===== config.mk =====
export PLATFORM = sky130hd
export DESIGN_NAME = id_ex_stage
export DESIGN_NICKNAME = d
export VERILOG_FILES = /design/src/rtl/id_ex_stage.sv
export SDC_FILE = /design/constraint.sdc
export NUM_CORES = 1
export LEC_CHECK = 0
export BUFFER_PORTS_ARGS = -buffer_cell sky130_fd_sc_hd__buf_4
export CORE_AREA = 4 4 141 143
export DETAILED_ROUTE_END_ITERATION = 6
export DIE_AREA = 0 0 145 147
export GPL_TIMING_DRIVEN = 0
export PLACE_DENSITY = 0.66
export SLEW_MARGIN = 15
export SYNTH_ARGS = -nofsm -noshare
export SYNTH_HDL_FRONTEND = slang
export SYNTH_SLANG_ARGS = --single-unit

===== constraint.sdc =====
create_clock -name clk -period 2.46 [get_ports clk]
set_clock_uncertainty 0.15 [all_clocks]
set_input_delay 0.369 -clock clk [delete_from_list [all_inputs] [get_ports clk]]
set_output_delay 0.369 -clock clk [all_outputs]
set_load 0.02 [all_outputs]

===== src/rtl/id_ex_stage.sv =====
// -----------------------------------------------------------------------------
// id_ex_stage
//
// ID/EX pipeline register for a 5-stage MIPS-style pipeline. It captures the
// decoded instruction from the decode stage, and it detects load-use hazards
// against the instruction currently held in EX. It also counts the bubbles
// that it inserts.
//
// Ports
//   clk, reset        rising-edge clock, synchronous active-high reset
//   id_valid          decode-stage instruction valid
//   id_muxctrl[15:0]  controller mux selects (bit 0 = destination is rt)
//   id_memctrl[2:0]   controller memory controls (bit 2 = load)
//   id_aluctrl[4:0]   controller ALU operation
//   id_rd1, id_rd2    register file read data
//   id_imm, id_pc     extended immediate, instruction PC
//   id_rs/rt/rd/shamt instruction fields
//   stall             external hold (e.g. memory wait)
//   flush             branch/jump squash
//   ex_*              registered copies of the above for the EX stage;
//                     ex_dest is the selected destination register
//   hazard_stall      combinational load-use detect; upstream must hold
//   bubble_cnt        saturating count of bubbles inserted by flush/hazard
// -----------------------------------------------------------------------------
module id_ex_stage (
    input  logic        clk,
    input  logic        reset,
    input  logic        id_valid,
    input  logic [15:0] id_muxctrl,
    input  logic [2:0]  id_memctrl,
    input  logic [4:0]  id_aluctrl,
    input  logic [31:0] id_rd1,
    input  logic [31:0] id_rd2,
    input  logic [31:0] id_imm,
    input  logic [31:0] id_pc,
    input  logic [4:0]  id_rs,
    input  logic [4:0]  id_rt,
    input  logic [4:0]  id_rd,
    input  logic [4:0]  id_shamt,
    input  logic        stall,
    input  logic        flush,
    output logic        ex_valid,
    output logic [15:0] ex_muxctrl,
    output logic [2:0]  ex_memctrl,
    output logic [4:0]  ex_aluctrl,
    output logic [31:0] ex_rd1,
    output logic [31:0] ex_rd2,
    output logic [31:0] ex_imm,
    output logic [31:0] ex_pc,
    output logic [4:0]  ex_rs,
    output logic [4:0]  ex_rt,
    output logic [4:0]  ex_shamt,
    output logic [4:0]  ex_dest,
    output logic        hazard_stall,
    output logic [15:0] bubble_cnt
);

    // ALU code carried by a bubble.
    localparam logic [4:0]  BUBBLE_ALU = 5'b01101;
    localparam logic [15:0] CNT_MAX    = 16'hFFFF;

    logic        ex_valid_reg,   ex_valid_next;
    logic [15:0] ex_muxctrl_reg, ex_muxctrl_next;
    logic [2:0]  ex_memctrl_reg, ex_memctrl_next;
    logic [4:0]  ex_aluctrl_reg, ex_aluctrl_next;
    logic [31:0] ex_rd1_reg,     ex_rd1_next;
    logic [31:0] ex_rd2_reg,     ex_rd2_next;
    logic [31:0] ex_imm_reg,     ex_imm_next;
    logic [31:0] ex_pc_reg,      ex_pc_next;
    logic [4:0]  ex_rs_reg,      ex_rs_next;
    logic [4:0]  ex_rt_reg,      ex_rt_next;
    logic [4:0]  ex_shamt_reg,   ex_shamt_next;
    logic [4:0]  ex_dest_reg,    ex_dest_next;
    logic [15:0] bubble_cnt_reg, bubble_cnt_next;

    logic [4:0]  dest_sel;
    logic        hazard;
    logic        load_bubble;
    logic        load_instr;
    logic        count_bubble;

    assign dest_sel = id_muxctrl[0] ? id_rt : id_rd;

    // Load-use: the instruction in EX is a load whose result the decoding
    // instruction reads. rt counts as a source only when it is not the
    // destination (muxctrl[0]=0).
    assign hazard = ex_valid_reg && ex_memctrl_reg[2] && (ex_dest_reg != 5'd0) && id_valid &&
                    ((ex_dest_reg == id_rs) || ((ex_dest_reg == id_rt) && !id_muxctrl[0]));
    assign hazard_stall = hazard;

    // Select the update action by priority: flush, stall, hazard, then normal load.
    always_comb begin
        load_bubble  = 1'b0;
        load_instr   = 1'b0;
        count_bubble = 1'b0;
        if (flush) begin
            load_bubble  = 1'b1;
            count_bubble = 1'b1;
        end else if (stall) begin
            load_bubble  = 1'b0;
        end else if (hazard) begin
            load_bubble  = 1'b1;
            count_bubble = 1'b1;
        end else if (!id_valid) begin
            // An empty slot becomes a bubble but is not counted as an inserted one.
            load_bubble  = 1'b1;
        end else begin
            load_instr   = 1'b1;
        end
    end

    always_comb begin
        ex_valid_next   = ex_valid_reg;
        ex_muxctrl_next = ex_muxctrl_reg;
        ex_memctrl_next = ex_memctrl_reg;
        ex_aluctrl_next = ex_aluctrl_reg;
        ex_rd1_next     = ex_rd1_reg;
        ex_rd2_next     = ex_rd2_reg;
        ex_imm_next     = ex_imm_reg;
        ex_pc_next      = ex_pc_reg;
        ex_rs_next      = ex_rs_reg;
        ex_rt_next      = ex_rt_reg;
        ex_shamt_next   = ex_shamt_reg;
        ex_dest_next    = ex_dest_reg;
        if (load_bubble) begin
            ex_valid_next   = 1'b0;
            ex_muxctrl_next = 16'd0;
            ex_memctrl_next = 3'd0;
            ex_aluctrl_next = BUBBLE_ALU;
            ex_rd1_next     = 32'd0;
            ex_rd2_next     = 32'd0;
            ex_imm_next     = 32'd0;
            ex_pc_next      = 32'd0;
            ex_rs_next      = 5'd0;
            ex_rt_next      = 5'd0;
            ex_shamt_next   = 5'd0;
            ex_dest_next    = 5'd0;
        end else if (load_instr) begin
            ex_valid_next   = id_valid;
            ex_muxctrl_next = id_muxctrl;
            ex_memctrl_next = id_memctrl;
            ex_aluctrl_next = id_aluctrl;
            ex_rd1_next     = id_rd1;
            ex_rd2_next     = id_rd2;
            ex_imm_next     = id_imm;
            ex_pc_next      = id_pc;
            ex_rs_next      = id_rs;
            ex_rt_next      = id_rt;
            ex_shamt_next   = id_shamt;
            ex_dest_next    = dest_sel;
        end
    end

    // One increment per edge even if flush and hazard coincide; saturates.
    always_comb begin
        bubble_cnt_next = bubble_cnt_reg;
        if (count_bubble && (bubble_cnt_reg != CNT_MAX)) begin
            bubble_cnt_next = bubble_cnt_reg + 16'd1;
        end
    end

    always_ff @(posedge clk) begin
        if (reset) begin
            ex_valid_reg   <= 1'b0;
            ex_muxctrl_reg <= 16'd0;
            ex_memctrl_reg <= 3'd0;
            ex_aluctrl_reg <= BUBBLE_ALU;
            ex_rd1_reg     <= 32'd0;
            ex_rd2_reg     <= 32'd0;
            ex_imm_reg     <= 32'd0;
            ex_pc_reg      <= 32'd0;
            ex_rs_reg      <= 5'd0;
            ex_rt_reg      <= 5'd0;
            ex_shamt_reg   <= 5'd0;
            ex_dest_reg    <= 5'd0;
            bubble_cnt_reg <= 16'd0;
        end else begin
            ex_valid_reg   <= ex_valid_next;
            ex_muxctrl_reg <= ex_muxctrl_next;
            ex_memctrl_reg <= ex_memctrl_next;
            ex_aluctrl_reg <= ex_aluctrl_next;
            ex_rd1_reg     <= ex_rd1_next;
            ex_rd2_reg     <= ex_rd2_next;
            ex_imm_reg     <= ex_imm_next;
            ex_pc_reg      <= ex_pc_next;
            ex_rs_reg      <= ex_rs_next;
            ex_rt_reg      <= ex_rt_next;
            ex_shamt_reg   <= ex_shamt_next;
            ex_dest_reg    <= ex_dest_next;
            bubble_cnt_reg <= bubble_cnt_next;
        end
    end

    assign ex_valid   = ex_valid_reg;
    assign ex_muxctrl = ex_muxctrl_reg;
    assign ex_memctrl = ex_memctrl_reg;
    assign ex_aluctrl = ex_aluctrl_reg;
    assign ex_rd1     = ex_rd1_reg;
    assign ex_rd2     = ex_rd2_reg;
    assign ex_imm     = ex_imm_reg;
    assign ex_pc      = ex_pc_reg;
    assign ex_rs      = ex_rs_reg;
    assign ex_rt      = ex_rt_reg;
    assign ex_shamt   = ex_shamt_reg;
    assign ex_dest    = ex_dest_reg;
    assign bubble_cnt = bubble_cnt_reg;

endmodule


======== Yosys cells after proc, flatten, opt, wreduce, memory -nomap -nowiden ========
Cells that the tools add are included.
cells by class
  muxes and demuxes ....................... 12
  reductions and logical operators ........ 10
  equality and inequality tests ........... 3
  add/subtract/negate cells ............... 1
operators with widths
  cell                   count
  $add 16x1->16 const B  1
  $ne 16x16->1 const B   1
  $mux 1                 11
  $eq 5x5->1             2
  $logic_and 1x1->1      6
  $mux 5                 1
  $reduce_bool 5->1      1
  $reduce_or 2->1        1
  $logic_not 1->1        1
  $logic_or 1x1->1       1
storage, ports and cells
  input bits .............................. 177
  word-level logic and storage cells ...... 39
  flip-flop bits (word level) ............. 189

======== Logic depth before layout (Yosys ltp) ========
  depth after elaboration ................. 8
  gate-level depth with buffers ........... 9
  mapped depth without buffers ............ 7

======== Worst setup path after synthesis ========
Ideal clock, no wire load.
  path kind ............................... register -> register
  start point ............................. register ex_dest_reg[4], in the netlist ex_dest[4]
  end point ............................... register bubble_cnt_reg[15], in the netlist bubble_cnt[15]
  arrival ................................. 2.005 ns
  stages on the path, launching flop included .. 7
  path slack .............................. 0.235 ns
  path buffers ............................ 0
  data required time ...................... 2.240 ns
  clock period less this slack ............ 2.225 ns
  cells stage by stage .................... dfxtp_1 -> xnor2_1 -> nand4_1 -> o32a_1 -> o21a_4 -> or4_1 -> a21oi_1
between the ends
  word-level cells in the longest chain between the ends .. 8
  elaborated cells between the ends (all ways) .. 12
  classes of those cells .................. 2 x eq/ne; 3 x mux; 7 x reduce/logical
RTL lines
  element                                                line    text
  from (decl)                                            73      logic [4:0] ex_dest_reg, ex_dest_next;
  from (signal assigned)                                 189     ex_dest_reg <= ex_dest_next;
  $eq 5x5->1 or $reduce_bool 5->1 (tied branches)        88, 87
  $logic_and 1x1->1 (on tied branches)                   88, 87
  $logic_or 1x1->1 or $logic_and 1x1->1 (tied branches)  88, 87
  $logic_and 1x1->1 *                                    87      assign hazard = ex_valid_reg && ex_memctrl_reg[2] && (ex_dest_reg != 5'd0) && id_valid &&
  $mux 1 *                                               101     end else if (hazard) begin
  $mux 1 *                                               99      end else if (stall) begin
  $mux 1 *                                               96      if (flush) begin
  $logic_and 1x1->1 *                                    157     if (count_bubble && (bubble_cnt_reg != CNT_MAX)) begin
  to (signal assigned)                                   190     bubble_cnt_reg <= bubble_cnt_next;
  to (decl)                                              74      logic [15:0] bubble_cnt_reg, bubble_cnt_next;
Mark *: on every way between the ends. The rest lies on a longest branch, timed or not.
A chain may end at the register's enable or synchronous reset.

======== Final worst setup path ========
  start point ............................. register ex_dest_reg[0], in the netlist ex_dest[0]
  end point ............................... register bubble_cnt_reg[1], in the netlist bubble_cnt[1]
The elaborated chain is that of the path after synthesis.

==> metrics.md <==
| Metric | Value |
|---|---|
| Outcome | complete, no violations |
| Synth Flop Type | dfxtp_1 |
| Yosys warning count | 0 |
| Critical path required time | 2.61 ns |
| Initial detailed-routing violation count | 357 |
| Largest area contributor in the netlist | dfxtp_1 |
| First drt pass iteration count | 4 |
| Pwr dens | 604.7 mW/mm2 |
| Core area | 0.01858 mm2 |
| Final HPWL DP | 19.27 mm |
| Design Area, Final | 0.01070 mm2 |
| Hold EP | ex_aluctrl[3] |
| Hold Vio Cnt, Final | 0 |
| Setup_tns | 0 ns |
| EDFF count, synth | 0 |
| Share of layout cells above drive strength 1 | 0.3662 |
| Worst path max stage delay | 0.58 ns |
| Critical path type | reg -> reg |
| Root buf cell | clkbuf_16 |
| Slew Viols, Final | 0 |
| Cells after Synth | 869 |
| Antenna Nets Post-Route | 0 |
| Via count | 7196 |
| Worst-margin pin slew | 0.5183 ns |
| Final setup margin | 0.09823 ns |
| Drt total wl | 24.71 mm |
| Synth async-reset ratio | 0 |
| Vias in the first global route | 6852 |
| Clock Latency Late Sink | 0.43 ns |
| Max_cap viols | 0 |
| Number of nets in the final layout | 1432 |
| DRC errors left | 0 |
| Die Span X | 145 um |
| # setup viols final | 0 |
| Largest net degree at the start of global routing | 18 |
| HP Start | id_aluctrl[3] |
| CP endpoint kind | flip-flop |
| P_leak | 4.456 nW |
| R2r setup slk | 0.1 ns |
| Worst Path Max Fanout | 10 |
| Share of the synthesized area in the top cell type | 0.5434 |
| Vias/cell | 4.794 |
| Pre-CTS setup slack | -0.1709 ns |
| WHS Path Cells | 3 |
| Global-route wire length before repair | 37.79 mm |
| Yosys reg bits | 189 |
| Final RePlAce weighted congestion | 0.8317 |
| Io pins | 367 |
| Fin util | 0.5756 |
| Avg Synthesized Cell Area | 8.013 um2 |
| Die ar. | 0.02132 mm2 |
| Reg-to-Reg End | bubble_cnt[1] |
| Total track usage | 0.2215 |
| CTS tree | yes |
| Netlist area before placement | 0.006963 mm2 |
| Part of the Yosys area used for sequential elements | 0.5434 |
| Element type at the critical path start | flip-flop |
| Slowest-stage cell, CP | or4_1 |
| Initial antenna violation count | 0 |
| Critical path, cell by cell | or4_1 > o21ai_4 > or3_1 > o21a_4 > buf_6 > buf_4 > mux2i_1 > nor2_1 |
| Syn-to-layout area delta | 53.60% |
| Initial Utilization | 0.3747 |
| Unrepaired setup endpoints after global routing | no |
| Yosys cell types | 35 |
| Max-Slew Margin vs Limit | 0.6538 |
| Syn_nets | 1047 |
| I/O Buffers | 364 |
| Fmax | 0.4234 GHz |
| R2R depth | 8 |
| GRT overflow | 0 |
| Area contributors post-synth | dfxtp_1, nand2_1, a21oi_1 |
| Worst Path Arrival | 2.51 ns |
| H-tree depth | 4 |
| Bufs on Longest Clock Path | 2 |
| Die outline height | 147 um |
| Final period utilization | 0.9601 |
| Worst Hold Class | in -> reg |
| N_diodes | 0 |
| CTS Sinks | 189 |
| TritonCTS Buffers | 17 |
| Maximum vdd drop | 0.5381 mV |
| Reg clk slew, reported paths | 0.08 ns |
| Worst r2r src | ex_dest[0] |
| Fin crit period | 2.362 ns |
| Num rows | 50 |
| DP Area | 0.009988 mm2 |
| Drt wl/cell | 16.46 um |
cell usage in the layout, fill, tap and decap left out, types with 6 or more instances in the layout:
master,instances
or3_1,9
o21ai_0,8
nand3_1,8
buf_4,381
buf_2,17
mux2i_1,6
a21oi_1,176
clkbuf_4,17
clkbuf_16,17
xnor2_1,9
nor2_1,14
dfxtp_1,185
nand2_1,339
power by group:
group / internal, mW / total (mW) / leakage (nW) / switching, mW
logic: 0.313 / 0.611 / 2.65 / 0.298
registers: 3.09 / 3.12 / 1.53 / 0.0230
clock network: 1.45 / 2.74 / 0.275 / 1.29
Yosys cell counts (all sizes together), types with 3 or more instances:
cell type,number
nand2,339
dfxtp,189
a21oi,176
buf,56
nor2,14
o21ai,11
or3,9
xnor2,9
nand3,8
clkbuf,7
mux2i,6
a211oi,5
nand4,5
or4,5
o31ai,4
and3,3
nand3b,3
o21a,3
logic make-up after synthesis:
group / after synthesis / share of synthesized area
compound gates: 200 / 0.1509
xor+xnor: 11 / 0.01384
fa+ha+maj: 1 / 0.001797
buf+inv: 65 / 0.05032
flops: 189 / 0.5434
mux: 8 / 0.01186
simple gates: 395 / 0.2279
metrics by stage:
stage	hold WS [ns]	instances	power [mW]
detailed placement	0.2968	1467	3.784
floorplan	0.3426	869	3.431
global placement	0.2919	1467	3.782
global route	0.01063	1501	6.698
CTS	0.005054	1501	6.508
finish	0.02397	1501	6.467
worst max path at each step:
stage,startpoint,endpoint,slack [ns]
floorplan,ex_dest[4],bubble_cnt[15],0.23
global placement,id_rt[4],ex_rd1[20],-0.17
detailed placement,id_rt[4],ex_rd1[16],-0.17
CTS,ex_dest[4],ex_rd2[24],0.0006
global route,ex_dest[1],ex_rd2[11],0.006
finish,ex_dest[0],bubble_cnt[1],0.1
critical path: cells and delay by family, from the launching register on:
family	cells	cell delay (ns)
multiplexers	1	0.19
buffers and inverters	2	0.32
AO/OA/AOI/OAI	2	0.42
AND/OR/NAND/NOR	3	0.79
flip-flops	1	0.35
metal layers:
layer	part of all wire	track usage	wire length (um)	vias to the layer above
li1	-	-	-	3622
met1	0.40	0.2555	9787	3253
met2	0.49	0.3772	12000	276
met3	0.086	0.08081	2117	45
met4	0.032	0.08599	800	0
met5	0	0	0	-
layout make-up:
class | instances | area [um2]
fillers | 1749 | 7885
clock buffers | 19 | 442.9
flip-flops and latches | 189 | 3789
well taps | 234 | 292.8
repair buffers | 366 | 2753
multi-input cells | 615 | 2872
inverters | 2 | 7.507
plain buffers | 63 | 410.4
clock inverters | 13 | 128.9
timing repair:
| action | CTS | global route |
|---|---|---|
| setup buffers | 0 | 0 |
| gates resized for setup | 8 | 31 |
| setup endpoints to repair | 139 | 184 |
| hold buffers | 2 | 0 |
| endpoints found under the hold margin | 2 | 0 |
No activity file was read; power rests on OpenSTA's default activity.
